## src/rtl/cdb_arbiter.sv

```systemverilog
// Common-data-bus arbiter: grants up to two of NREQ completion requesters per
// cycle in round-robin order and registers the winners onto two CDB slots.
module cdb_arbiter #(
  parameter  int unsigned NREQ = 4,
  parameter  int unsigned BITS = 4,
  localparam int unsigned PW   = $clog2(NREQ)
) (
  input  logic                 clk_in,
  input  logic                 rst_in,
  input  logic                 rdy_in,
  input  logic                 flush,
  input  logic [NREQ-1:0]      req_valid,
  input  logic [NREQ*BITS-1:0] req_id,
  input  logic [NREQ*32-1:0]   req_value,
  output logic [NREQ-1:0]      req_ready,
  output logic                 cdb_rdy_1,
  output logic [BITS-1:0]      cdb_id_1,
  output logic [31:0]          cdb_value_1,
  output logic                 cdb_rdy_2,
  output logic [BITS-1:0]      cdb_id_2,
  output logic [31:0]          cdb_value_2,
  output logic [PW-1:0]        rr_ptr
);

  logic [BITS-1:0] ids  [NREQ];
  logic [31:0]     vals [NREQ];
  logic            a_found, b_found;
  logic [PW-1:0]   a_idx, b_idx, last_idx, ptr_next;
  logic [NREQ-1:0] grant;

  always_comb begin
    for (int unsigned i = 0; i < NREQ; i++) begin
      ids[i]  = req_id[i*BITS +: BITS];
      vals[i] = req_value[i*32 +: 32];
    end
  end

  // Rotating scan from rr_ptr; index wraps explicitly so non-power-of-two
  // NREQ never selects an out-of-range requester.
  always_comb begin
    int unsigned k;
    logic [PW-1:0] idx;
    grant   = '0;
    a_found = 1'b0;
    b_found = 1'b0;
    a_idx   = '0;
    b_idx   = '0;
    k       = 0;
    idx     = '0;
    if (!rst_in && !flush && rdy_in) begin
      for (int unsigned i = 0; i < NREQ; i++) begin
        k = 32'(rr_ptr) + i;
        if (k >= NREQ) k = k - NREQ;
        idx = PW'(k);
        if (req_valid[idx]) begin
          if (!a_found) begin
            a_found    = 1'b1;
            a_idx      = idx;
            grant[idx] = 1'b1;
          end else if (!b_found) begin
            b_found    = 1'b1;
            b_idx      = idx;
            grant[idx] = 1'b1;
          end
        end
      end
    end
  end

  always_comb begin
    last_idx = b_found ? b_idx : a_idx;
    ptr_next = (last_idx == PW'(NREQ - 1)) ? '0 : last_idx + 1'b1;
  end

  assign req_ready = grant;

  always_ff @(posedge clk_in) begin
    if (rst_in) begin
      cdb_rdy_1   <= 1'b0;
      cdb_id_1    <= '0;
      cdb_value_1 <= '0;
      cdb_rdy_2   <= 1'b0;
      cdb_id_2    <= '0;
      cdb_value_2 <= '0;
      rr_ptr      <= '0;
    end else if (flush) begin
      cdb_rdy_1 <= 1'b0;
      cdb_rdy_2 <= 1'b0;
      rr_ptr    <= '0;
    end else if (rdy_in) begin
      cdb_rdy_1 <= a_found;
      cdb_rdy_2 <= b_found;
      if (a_found) begin
        cdb_id_1    <= ids[a_idx];
        cdb_value_1 <= vals[a_idx];
        rr_ptr      <= ptr_next;
      end
      if (b_found) begin
        cdb_id_2    <= ids[b_idx];
        cdb_value_2 <= vals[b_idx];
      end
    end
  end

endmodule

```

## config.mk

```make
export PLATFORM = sky130hd
export DESIGN_NAME = cdb_arbiter
export DESIGN_NICKNAME = d
export VERILOG_FILES = /design/src/rtl/cdb_arbiter.sv
export SDC_FILE = /design/constraint.sdc
export NUM_CORES = 1
export LEC_CHECK = 0
export CORE_MARGIN = 2
export CORE_UTILIZATION = 30
export CTS_CLUSTER_SIZE = 40
export DETAILED_ROUTE_END_ITERATION = 10
export GPL_TIMING_DRIVEN = 0
export HOLD_SLACK_MARGIN = 0.05
export PLACE_DENSITY = 0.6
export RECOVER_POWER = 100
export SYNTH_ARGS = -nofsm -noshare
export SYNTH_HDL_FRONTEND = slang
export SYNTH_SLANG_ARGS = --single-unit
```

## constraint.sdc

```tcl
create_clock -name clk_in -period 9 [get_ports clk_in]
set_input_delay 1.8 -clock clk_in [delete_from_list [all_inputs] [get_ports clk_in]]
set_output_delay 1.8 -clock clk_in [all_outputs]
set_load 0.01 [all_outputs]
```

After elaboration in Yosys (flattened, before gate mapping)
Index checks and enable logic that the tools add are counted.
- register bits: 76
- input port bits: 152
- output and inout bits: 80
- logic and storage cells: 136
- add/subtract/negate cells: 8
- $lt $le $gt $ge: 14
- equality and inequality tests: 1
- muxes and demuxes: 88
- bitwise logic cells: 6
- reductions and logical operators: 12
- operators by type and width (kind ; number):
    32-bit binary-select mux with 2-bit select ; 2
    32-bit two-way mux ; 4
    4-bit two-way mux ; 18
    2-bit two-way mux ; 28
    1-bit two-way mux ; 26
    4-bit binary-select mux with 2-bit select ; 2
    3-bit >= comparator (second input constant) ; 5
    2-bit by 3-bit less-than comparator with 1-bit output (second input constant) ; 4
    4-bit OR ; 3
    1-bit binary-select mux with 2-bit select ; 4
    1-bit demux with 2-bit select ; 4
    2-bit by 1-bit >= comparator with 1-bit output (second input constant) ; 4
    2-bit by 1-bit subtractor with 2-bit output (second input constant) ; 4
    2-bit by 2-bit adder with 3-bit output (second input constant) ; 2
    1-bit logical AND ; 6
    2-bit inverter with 3-bit output ; 2
    3-bit AND reduction ; 2
    2-bit by 1-bit adder with 3-bit output (second input constant) ; 1
    2-bit by 3-bit >= comparator with 1-bit output (second input constant) ; 1
    2-bit by 1-bit adder with 2-bit output (second input constant) ; 1
    2-bit equality test (second input constant) ; 1
    1-bit logical NOT ; 2
    2-bit AND reduction ; 1
    2-bit OR reduction ; 1
    1-bit inverter ; 1

Depth between registers and ports, before layout
- depth in word-level cells: 25
- depth in mapped cells: 14
- mapped depth without buffers: 9

Worst setup path before layout
No wires, ideal clock.
- path type: input to output
- from: input req_valid[0]
- to: output req_ready[0]
- arrival: 3.347 ns
- data required time: 7.200 ns
- setup slack: 3.853 ns
- stages on the path: 7
- buffers on the path: 3
- cell sequence: buf_2 > mux4_2 > buf_6 > buf_4 > a21boi_0 > a222oi_1 > a21oi_1
- longest elaborated chain between the ends: 19
- elaborated cells on any way between the ends: 37
- those cells by class: mux: 34; bitwise: 3
- ends and longest elaborated chain (element ; RTL line ; RTL):
    start: declaration ; 12 ; input logic [NREQ-1:0] req_valid,
    1-bit binary-select mux with 2-bit select ; 55 ; if (req_valid[idx]) begin
    1-bit two-way mux (not written as such) ; 55 ;
    4-bit two-way mux ; 55 ;
    4-bit two-way mux ; 50 ; if (!rst_in && !flush && rdy_in) begin
    4-bit OR (no line) ; - ;
    4-bit two-way mux ; 60 ; end else if (!b_found) begin
    4-bit two-way mux ; 56 ; if (!a_found) begin
    4-bit two-way mux ; 55 ;
    (+3 left out) ; - ;
    4-bit two-way mux ; 56 ;
    4-bit two-way mux ; 55 ;
    4-bit two-way mux ; 50 ;
    4-bit OR (no line) ; - ;
    4-bit two-way mux ; 60 ;
    4-bit two-way mux ; 56 ;
    4-bit two-way mux (*) ; 55 ;
    4-bit two-way mux (*) ; 50 ;
    end: declaration ; 15 ; output logic [NREQ-1:0] req_ready,
Every way passes the cells marked *; elsewhere a longest branch is shown, timed or not. The select of a mux whose other input is x is not followed.

Final worst setup path
- from: input req_valid[0]
- to: output req_ready[1]
The elaborated chain is that of the path after synthesis.

==> results.yml <==
detailed_routing:
  wl_per_cell_um: 21.2
  wirelength_um: 21500
  drtIter0Drc: 355
  drcViolationCount: 0
  drt-pass1-iter-count: 5
  ant_nets: 0
  viasPerCell: 5.38
  vias: 5445
global_route:
  grt_max_degree: 12
  first_global_vias: 5734
  overflow: 0
  grt_first_pass_wirelength_um: 32300
  antenna_found_initial: 0
  grt_use_total: 0.231
floorplanning:
  die-area_sq_um: 18300
  die_y_um: 135
  fp.dieW_um: 135
  num_io_pins: 232
  row_count: 47
  initial_core_util: 0.309
  coreArea_sq_um: 16700
critical_path:
  r2r_cells: 13
  path_class: "primary input to output port"
  cp_data_required_time_ps: 7200
  timing.rr.start: "rr_ptr[0]"
  path_max_fanout: 10
  cpLargestDelayFamily: "buffers and inverters"
  reg2reg_to: "cdb_value_2[20]"
  cp_num_buf_inv: 4
  slowest_delay_ps: 630
  crit_slowest_cell: "dlygate4sd3_1"
  startpoint: "req_valid[0]"
  end_kind: "output port"
  r2r_slack_ps: 4500
  start_kind: "primary input"
  crit_chain: "dlygate4sd3_1 > clkbuf_1 > mux4_2 > clkbuf_1 > a21boi_0 > a222oi_1 > a21oi_1 > dlygate4sd3_1"
  worstPathArrival_ps: 4830
placement:
  routabilityCongestion: 0.895
  hpwl_um: 16200
  io_buffers: 231
  post-place-ws_ps: 2730
pwr:
  seqPwrFrac: 0.363
  netSwitchingFraction: 0.298
  p_per_area_nw_per_um2: 131
  ir_drop_uv: 71.6
  clkPwrFrac: 0.332
  comb_power_share: 0.305
  p_switching_uw: 312
  leakagePower_uw: 0.00352
  p_int_uw: 735
clock_tree:
  cts_tree: "done"
  cts_resized: 0
  cts_buffers: 9
  htreeDepth: 3
  clockRootBuffer: "clkbuf_16"
  clk_path_buf_depth: 2
  clock_latency_ps: 340
  postCtsHoldBufs: 0
  cts_sinks: 76
  clkTransAtPathRegs_ps: 60
  post_cts_buffers: 0
timing:
  post-route-period-util: 0.737
  slew_headroom: 0.393
  rsz0062_at_grt: "false"
  postLayoutSetupSlackWorst_ps: 2370
  finalCriticalPeriod_ps: 6630
  hold_viol: 0
  fin_setup_tns_ps: 0
  fmax_mhz: 151
  worst_slew_pin_slew_ps: 911
  whs_ps: 454
  slew_violations: 0
  final-setup-viol-count: 0
  skew_ps: 5.57
run:
  maxCapViolCount: 0
logic_synthesis:
  synth-edff-count: 0
  synth_top_family_by_area: "multiplexers"
  synth.yosys.seq_area_share: 0.294
  syn-cell-area_sq_um: 5170
  synthAdderAreaFrac: 0.0189
  syn_inst: 546
  syn_nets: 705
  synth_cell_type_count: 49
  yosysWarnings: 0
  synth_area_per_cell_sq_um: 9.47
  synth_compound_area_frac: 0.216
  synth_mux_area_frac: 0.313
  async_flop_share: 0
  ys_ff_latch: 76
  synth_simple_gate_area_frac: 0.0881
  synth_ff_type: "dfxtp_1"
  synth-xor-area-share: 0.00169
layout:
  finalNetCount: 947
  final_common_cell: "clkdlybuf4s50_1"
  fill_cells: 1614
  layout_common_cells: "clkdlybuf4s50_1, mux2i_1, dlygate4sd3_1, dfxtp_1, nand2_1"
  area_delta_synth_final_pct: 54.9
  drive_gt1_frac: 0.0732
min_path:
  holdPathStages: 2
  holdPathEnd: "cdb_value_1[27]"
  worstHoldStart: "cdb_value_1[27]"
  worst_hold_path_type: "flop to flop"
outcome:
  status: "complete, no violations"
## cell type report
class	count	area [sq um]	share of cell area
buffer	52	320	0.0400
tap	220	275	0.0344
sequential	76	1520	0.190
multi-input combinational	415	3290	0.411
inverter	3	11.3	0.00141
clock buffer	13	260	0.0325
clock inverter	2	10.0	0.00125
timing repair buffer	231	2310	0.289
antenna	1	2.50	0.000313
## cell usage after synthesis, types with 3 or more instances
master       n  area share
mux2i_1    139        0.27
mux2_2       9       0.020
a222oi_1     4      0.0077
inv_1        3      0.0022
a21oi_1     13       0.013
a2bb2oi_1    7       0.012
a21o_1       3      0.0044
a211o_1     22       0.037
o22ai_1      9       0.011
clkbuf_1    16       0.012
nand2b_1     3      0.0036
o221ai_1    37       0.063
o21ai_0     29       0.028
nand2_1     46       0.033
mux4_2       4       0.017
mux2_1       3      0.0065
buf_6       10       0.022
dfxtp_1     76        0.29
o21ai_1      6      0.0058
nor2_1      34       0.025
a211oi_1     9       0.013
buf_2       15       0.015
nor3_1       5      0.0048
ha_1         7       0.017
buf_4        9       0.013
## cells by family after synthesis
logic type | after synthesis
xor+xnor | 1
compound gates | 149
simple gates | 102
fa+ha+maj | 8
mux | 155
buf+inv | 55
flops | 76
## worst reg2reg max path, stage by stage, from the launching register on
cell and delay, ps:
dfxtp_1 470, buf_6 180, clkbuf_1 380, inv_1 200
ha_1 340, buf_6 150, mux4_2 490, maj3_1 220
nor2_1 40, nor3_1 450, clkbuf_1 530, clkbuf_1 600
o22ai_1 160, a211oi_1 210
## registers in the layout, summed over array words and instances, names as in the netlist
signal	flops
cdb_value_1	32
cdb_value_2	32
cdb_id_1	4
cdb_id_2	4
rr_ptr	2
cdb_rdy_1	1
cdb_rdy_2	1
## how the worst max path moves through the flow
stage                              end  slack, ps  cells after the start
after detailed placement  req_ready[0]       2730                      9
final                     req_ready[1]       2370                      8
after CTS                 req_ready[0]       2730                      9
after floorplan           req_ready[0]       3850                      7
after global routing      req_ready[1]       2110                      8
after global placement    req_ready[1]       2820                      9
## power by group through the flow
stage                     clock [uW]  sequential, uW  combinational, uW
after CTS                        351             381                331
after global routing             365             383                343
after floorplan                    0             398                142
after global placement             0             388                324
final                            347             380                320
after detailed placement           0             388                330
## layer usage
metal / GRT usage / vias up / routed length (um)
met5: 0 / - / 0
met4: 0.0926 / 0 / 565
met1: 0.268 / 2653 / 8830
li1: - / 2577 / -
met3: 0.0576 / 33 / 1270
met2: 0.406 / 182 / 10800
## through the flow
step / total power [uW] / area, sq um / instances / utilization
floorplan: 540 / 5170 / 546 / -
global placement: 712 / 7760 / 997 / 0.464
detailed placement: 718 / 7760 / 997 / 0.464
CTS: 1060 / 8030 / 1012 / 0.481
global route: 1090 / 8000 / 1012 / 0.479
finish: 1050 / 8000 / 1013 / 0.479
Power figures use the tool's default switching activity.
